--- src/rtl/hazard_stall_control.sv ---
// Pipeline stall scheduler: load-use and branch-operand hazard detection,
// refill-port arbitration between icache and dcache, and a saturating stall counter.
module hazard_stall_control #(
  parameter int REG_ADDR = 5,
  parameter int CNT_W    = 16
) (
  input  logic                clk,
  input  logic                reset,
  input  logic [REG_ADDR-1:0] if_id_src1,
  input  logic [REG_ADDR-1:0] if_id_src2,
  input  logic                if_id_uses_src2,
  input  logic                if_id_is_branch,
  input  logic                id_ex_memread,
  input  logic                id_ex_regwrite,
  input  logic [REG_ADDR-1:0] id_ex_dst_reg,
  input  logic                ex_mem_memread,
  input  logic [REG_ADDR-1:0] ex_mem_dst_reg,
  input  logic                req_i,
  input  logic                req_d,
  input  logic                mem_done,
  output logic                gnt_i,
  output logic                gnt_d,
  output logic                pc_write,
  output logic                if_id_write,
  output logic                if_id_bubble,
  output logic                id_ex_bubble,
  output logic                back_write,
  output logic [CNT_W-1:0]    stall_cnt
);

  typedef enum logic [1:0] {IDLE, GNT_D, GNT_I} arb_state_t;

  arb_state_t state, state_next;
  logic id_ex_match, ex_mem_match;
  logic hz, dstall, istall;

  always_ff @(posedge clk) begin
    if (reset) state <= IDLE;
    else       state <= state_next;
  end

  // On mem_done the other requester is served directly, skipping IDLE
  always_comb begin
    state_next = state;
    case (state)
      IDLE: begin
        if (req_d)      state_next = GNT_D;
        else if (req_i) state_next = GNT_I;
      end
      GNT_D: if (mem_done) state_next = req_i ? GNT_I : IDLE;
      GNT_I: if (mem_done) state_next = req_d ? GNT_D : IDLE;
      default: state_next = IDLE;
    endcase
  end

  assign gnt_d = (state == GNT_D);
  assign gnt_i = (state == GNT_I);

  assign id_ex_match  = (id_ex_dst_reg != '0) &&
                        ((id_ex_dst_reg == if_id_src1) ||
                         (if_id_uses_src2 && (id_ex_dst_reg == if_id_src2)));
  assign ex_mem_match = (ex_mem_dst_reg != '0) &&
                        ((ex_mem_dst_reg == if_id_src1) ||
                         (if_id_uses_src2 && (ex_mem_dst_reg == if_id_src2)));

  assign hz     = (id_ex_memread && id_ex_match) ||
                  (if_id_is_branch && id_ex_regwrite && id_ex_match) ||
                  (if_id_is_branch && ex_mem_memread && ex_mem_match);
  assign dstall = req_d | gnt_d;
  assign istall = req_i | gnt_i;

  // A data refill freezes everything, so it masks both bubbles
  always_comb begin
    pc_write     = 1'b1;
    if_id_write  = 1'b1;
    back_write   = 1'b1;
    id_ex_bubble = 1'b0;
    if_id_bubble = 1'b0;
    if (!reset) begin
      pc_write     = !(dstall | hz | istall);
      back_write   = !dstall;
      if_id_write  = !(dstall | hz);
      id_ex_bubble = hz & !dstall;
      if_id_bubble = istall & !hz & !dstall;
    end
  end

  always_ff @(posedge clk) begin
    if (reset)
      stall_cnt <= '0;
    else if (!pc_write && (stall_cnt != '1))
      stall_cnt <= stall_cnt + CNT_W'(1);
  end

endmodule
--- config.mk ---
export PLATFORM = sky130hd
export DESIGN_NAME = hazard_stall_control
export DESIGN_NICKNAME = d
export VERILOG_FILES = /design/src/rtl/hazard_stall_control.sv
export SDC_FILE = /design/constraint.sdc
export NUM_CORES = 1
export LEC_CHECK = 0
export ABC_AREA = 1
export CAP_MARGIN = 15
export CORE_UTILIZATION = 41
export DETAILED_ROUTE_END_ITERATION = 12
export PLACE_DENSITY = 0.82
export SKIP_LAST_GASP = 1
export SYNTH_ARGS = -nofsm -noshare
export SYNTH_HDL_FRONTEND = slang
export SYNTH_SLANG_ARGS = --single-unit
--- constraint.sdc ---
create_clock -name clk -period 1.9 [get_ports clk]
set_clock_uncertainty 0.2 [all_clocks]
set_input_delay 0.19 -clock clk [delete_from_list [all_inputs] [get_ports clk]]
set_output_delay 0.19 -clock clk [all_outputs]
set_load 0.1 [all_outputs]
==> key figures, run 1 <==
Cells and area
  – Layout Cells excl Fill: 379
  – Layout area overhead: 80.0%
  – Final core utilization: 0.790
  – Antenna Cells: 0
  – Layout cells sized above 1: 0.378
  – Layout Nets: 365

Logic synthesis
  – Top cells by area, synth: dfxtp_1, nand2_1, inv_1
  – Post-Syn Area: 1510 um2
  – Async set-reset flop share out of synthesis: 0
  – Syn nets: 291
  – Post-synth top area share: 0.239
  – Synth cell count leaders: nand2_1, inv_1, nor2_1
  – Sequential area share after synthesis: 0.239
  – Most common cell in the synthesized netlist: nand2_1
  – Cell taking the most area after synthesis: dfxtp_1
  – Cell count after synthesis: 260
  – Post-synth EDFFs: 0
  – Syn_area_per_cell: 5.81 um2
  – Flops & latches, synth: 18
  – Synth warn: 0
  – Prevailing post-synth register cell: dfxtp_1
  – Yosys cell types: 24

Timing
  – Tightest Pin Transition: 435 ps
  – Count of pins over their slew limit: 0
  – Endpoints failing hold: 0
  – Fin worst setup slack: -34.4 ps
  – Slew headroom: 0.710
  – Final setup violation count: 3
  – Period Utilization, post-route: 1.02
  – Max Clock Freq: 517 MHz
  – WHS: 318 ps
  – Final worst path period need: 1930 ps
  – RSZ-0062 raised after global routing: yes

Placed design
  – GPL Wtd Cong: 0.942
  – Placed Cells: 367
  – DP Worst Slack: -584 ps
  – HPWL Detailed: 3800 um
  – Port bufs: 52

GRT
  – Initial antenna violation count: 0
  – First-pass GRT wire length: 8010 um
  – Vias in the first global route: 1787
  – Overflow after GRT: 0
  – GRT Util Overall: 0.255
  – Largest net degree at the start of global routing: 21

Die
  – Die area: 3930 um2
  – Starting Density: 0.439
  – FP Rows: 21
  – Die Y: 62.7 um
  – I/O pin cnt: 53
  – Placeable Area: 3440 um2
  – Die X-Extent: 62.7 um

Status
  – Outcome: complete, but fails checks
  – Failing checks: setup timing

Clock network
  – CTS tree: built
  – Deepest clock path buffer count: 2
  – TritonCTS sink count: 18
  – Clock input transition at the sequential cells of the worst setup and hold paths: 70 ps
  – Clk_lat worst skew: 250 ps
  – H-tree levels: 1
  – Clock buffer count from CTS: 3
  – CTS Root Cell: clkbuf_8
  – Cts hold-fix bufs: 0

Drt
  – Via count: 2072
  – Residual DRC: 0
  – Routed WL: 5900 um
  – Drt pass-1 iters: 4
  – WL/cell: 15.6 um
  – DR iter-0 viols: 289
  – Post-DRT Antenna Nets: 0
  – Post-DR vias/cell: 5.47

Setup path
  – R2R Path End: stall_cnt[11]
  – CP Launch Point: stall_cnt[0]
  – Critical Path End: stall_cnt[11]
  – Reg-to-reg startpoint: stall_cnt[0]
  – Crit Path Category: reg2reg
  – Setup crit end kind: flop
  – Arrival @ worst endpoint: 1920 ps
  – Cells on worst reg2reg path: 9
  – R2R Setup Slk: -30 ps
  – CP Max Fanout: 6
  – Startpoint Class: flop
  – CP required: 1880 ps

Job
  – Max-Cap Viols: 0

Power and ir drop
  – Leak: 1.23 nW
  – Power after layout: 1.15 mW
  – Pwr dens: 422 nW/um2
  – VDD IR max: 0.418 mV

Min path
  – Hold Path Class: reg2reg
through the flow:
stage                     TNS (ps)  area, um2
final                        -88.8       2720
after global routing         -1290       2720
after CTS                    -9.83       2620
after detailed placement     -9410       2560
after global placement       -8610       2560
after floorplan              -3490       1660
report_power, final:
| group | total, mW | switching, mW | internal, mW |
|---|---|---|---|
| Sequential | 0.389 | 0.0126 | 0.376 |
| Clock | 0.276 | 0.127 | 0.149 |
| Combinational | 0.482 | 0.291 | 0.191 |
worst min path at each step:
stage,startpoint,cells past startpoint,endpoint,slack [ps]
after floorplan,req_i,2,state[1],160
after global placement,stall_cnt[3],2,stall_cnt[3],290
after detailed placement,stall_cnt[3],2,stall_cnt[3],310
after CTS,stall_cnt[3],2,stall_cnt[3],320
after global routing,stall_cnt[4],2,stall_cnt[4],330
final,stall_cnt[8],2,stall_cnt[8],320
placed cells by master, fill, tap and decap left out, types with 5 or more instances in the layout:
| cell type | n |
|---|---|
| nand2_2 | 5 |
| buf_4 | 15 |
| nand2_1 | 74 |
| xor2_1 | 10 |
| nand4_1 | 20 |
| dlygate4sd2_1 | 5 |
| clkdlybuf4s50_1 | 5 |
| xnor2_1 | 5 |
| dfxtp_2 | 7 |
| nor2_1 | 23 |
| dfxtp_4 | 9 |
| inv_1 | 23 |
| buf_6 | 6 |
| buf_12 | 24 |
| inv_2 | 15 |
| a21oi_1 | 14 |
| clkbuf_2 | 14 |
| nand3_1 | 12 |
cells by family after synthesis:
| logic type | count (synthesis) | share of synthesized area |
|---|---|---|
| AO/OA/AOI/OAI | 23 | 0.0795 |
| XOR/XNOR | 15 | 0.0870 |
| adder cells (fa/ha/maj) | 1 | 0.00828 |
| buffers and inverters | 45 | 0.118 |
| flip-flops | 18 | 0.239 |
| AND/OR/NAND/NOR | 158 | 0.469 |
sequential cells by signal, summed over array words and instances (netlist names):
register,count
state,2
stall_cnt,16
cell type report:
| cell class | count | area (um2) |
|---|---|---|
| Multi-Input combinational cell | 199 | 1190 |
| Clock buffer | 4 | 45.0 |
| Fill cell | 232 | 724 |
| Timing Repair Buffer | 74 | 877 |
| Tap cell | 46 | 57.6 |
| Inverter | 38 | 143 |
| Sequential cell | 18 | 403 |
repair_timing:
| action | in CTS | in global routing |
|---|---|---|
| pin swaps | 13 | 24 |
| gates cloned | 0 | 2 |
| endpoints found under the setup margin | 20 | 20 |
| buffers inserted | 2 | 4 |
| gates resized for setup | 35 | 62 |
critical path: stages, from the launching register on:
cell     delay (ps)
dfxtp_4         390
ha_4            170
nand2_4          60
nor3_4          130
nand3_2         110
nor3_4          180
nand3_4         190
nand3_2         200
nand2_1         100
a21oi_1         140
routing by layer:
layer | wire length, um | track usage
met4 | 142 | 0.0581
met5 | 0 | 0
met1 | 2250 | 0.333
met3 | 471 | 0.0420
met2 | 3040 | 0.435
Power figures use the tool's default switching activity.
==> inputs of run 2 (changes only) <==
--- a/config.mk
+++ b/config.mk
@@ -9,6 +9,7 @@
 export CAP_MARGIN = 15
 export CORE_UTILIZATION = 41
 export DETAILED_ROUTE_END_ITERATION = 12
+export GPL_TIMING_DRIVEN = 0
 export PLACE_DENSITY = 0.82
 export SKIP_LAST_GASP = 1
 export SYNTH_ARGS = -nofsm -noshare
==> key figures, run 2 (synthesized netlist as in run 1, its figures left out) <==
Status
  – Outcome: complete, but fails checks
  – Failing checks: setup timing

Drt
  – Routed WL: 5000 um
  – DR iter-0 viols: 176
  – Residual DRC: 0
  – WL/cell: 13.4 um
  – Drt pass-1 iters: 4
  – Via count: 2016
  – Post-DR vias/cell: 5.42
  – Post-DRT Antenna Nets: 0

Cells and area
  – Most common cell after layout, fill and taps aside: nand2_1
  – Fin area: 2460 um2
  – Layout cells sized above 1: 0.316
  – Most frequent cells in the layout: nand2_1, inv_1, nor2_1, nand4_1, dlygate4sd2_1
  – Top reg by flops: stall_cnt
  – Layout Cells excl Fill: 372
  – Max reg flops: 16
  – Antenna Cells: 0
  – Biggest regs: stall_cnt: 16 flops, state: 2 flops
  – Layout Nets: 358
  – Layout area overhead: 63.0%

Min path
  – Hold Path Class: reg2reg
  – Worst hold start: stall_cnt[8]
  – Hold depth: 2
  – Hold Path Sink: stall_cnt[8]

Setup path
  – Largest stage delay, worst path: 380 ps
  – R2R Setup Slk: -100 ps
  – Critical-path cell with the highest stage delay: dfxtp_4
  – Worst Path Buf+Inv: 1
  – Startpoint Class: flop
  – Crit Path Category: reg2reg
  – Reg-to-reg startpoint: stall_cnt[1]
  – Cell repeated most along the worst path: nand3_2
  – Largest delay share family, worst path: simple AND/OR/NAND/NOR gates
  – CP required: 1880 ps
  – Setup crit end kind: flop
  – Cells on worst reg2reg path: 10
  – Crit path cell chain: ha_4 > nand2_4 > nor3_4 > nand3_2 > nor3_2 > nand3_2 > nand3_4 > clkbuf_16 > nand2_1 > a21oi_1
  – Arrival @ worst endpoint: 1980 ps
  – R2R Path End: stall_cnt[3]
  – CP Max Fanout: 5

Die
  – Die area: 3930 um2
  – I/O pin cnt: 53
  – FP Rows: 21
  – Placeable Area: 3440 um2
  – Die Y: 62.7 um
  – Die X-Extent: 62.7 um
  – Starting Density: 0.439

Placed design
  – DP Worst Slack: -1730 ps
  – Post-DP Area: 2240 um2
  – Port bufs: 52
  – HPWL Detailed: 3430 um
  – GPL Wtd Cong: 0.961
  – Placed Cells: 358

GRT
  – Initial antenna violation count: 0
  – GRT Util Overall: 0.242
  – Overflow after GRT: 0
  – First-pass GRT wire length: 7690 um
  – Largest net degree at the start of global routing: 11
  – Vias in the first global route: 1747

Power and ir drop
  – Power after layout: 1.10 mW
  – VDD IR max: 0.420 mV
  – Pwr dens: 446 nW/um2
  – Leak: 1.12 nW

Timing
  – Count of pins over their slew limit: 0
  – Final worst path period need: 2000 ps
  – Final setup violation count: 18
  – Setup TNS: -845 ps
  – Slew headroom: 0.353
  – Period Utilization, post-route: 1.05
  – Tightest Pin Transition: 974 ps
  – Max Clock Freq: 501 MHz
  – RSZ-0062 raised after global routing: yes
  – Endpoints failing hold: 0
  – Fin worst setup slack: -96.6 ps

Clock network
  – Clock buffer count from CTS: 3
  – H-tree levels: 1
  – Clock input transition at the sequential cells of the worst setup and hold paths: 80 ps
  – Cts hold-fix bufs: 0
  – Deepest clock path buffer count: 2
  – CTS Root Cell: clkbuf_8
  – Clk_lat worst skew: 260 ps
  – CTS tree: built
  – TritonCTS sink count: 18

Job
  – Max-Cap Viols: 0
-- run 2: changes by cell type in the layout (fill, tap and decap cells not counted), sizes merged --
cell and delta:
dlymetal6s2s -1, nand3 -2, buf -28, dlygate4sd2 +10, clkdlybuf4s50 +1, clkdlybuf4s15 +11, clkbuf +2
-- run 2: what timing repair did --
action | in CTS | in global routing
gates resized for setup | 113 | 57
setup endpoints to repair | 39 | 28
gates cloned | 1 | 1
endpoints found under the hold margin | 0 | 0
pin swaps | 9 | 14
buffers inserted | 7 | 1
-- run 2: area by class of cell --
type / instances / area, um2
plain buffers: 7 / 67.6
inverters: 38 / 143
flip-flops and latches: 18 / 403
multi-input cells: 197 / 1160
repair buffers: 62 / 581
clock buffers: 4 / 45.0
fillers: 291 / 981
well taps: 46 / 57.6
-- run 2: per-stage QoR --
stage	utilization	hold WS, ps
2_1_floorplan	-	157
3_3_place_gp	0.651	278
3_5_place_dp	0.651	284
4_1_cts	0.693	295
5_1_grt	0.715	303
6_report	0.715	300
-- run 2: how the worst max path moves through the flow --
stage | start | endpoint | slack, ps | depth (start not counted)
CTS | ex_mem_dst_reg[2] | pc_write | -30 | 10
floorplan | stall_cnt[1] | stall_cnt[10] | -250 | 10
detailed placement | ex_mem_dst_reg[3] | pc_write | -1730 | 10
global route | stall_cnt[1] | stall_cnt[5] | -140 | 10
finish | stall_cnt[1] | stall_cnt[3] | -100 | 10
global placement | ex_mem_dst_reg[3] | pc_write | -1700 | 10
-- run 2: worst register-to-register path: stages (launching register included) --
cell       delay [ps]
dfxtp_4           380
ha_4              150
nand2_4            60
nor3_4            150
nand3_2           100
nor3_2            180
nand3_2           190
nand3_4           150
clkbuf_16         170
nand2_1            60
a21oi_1           130
-- run 2: where the power goes --
part	switching (mW)	total, mW	internal, mW
logic	0.271	0.425	0.154
clock network	0.137	0.286	0.149
registers	0.0111	0.387	0.376
-- run 2: layer usage --
metal	routed length, um	up-vias	global-route usage
li1	-	970	-
met1	2150	910	0.332
met2	2320	118	0.397
met3	425	18	0.0347
met4	107	0	0.0581
met5	0	-	0
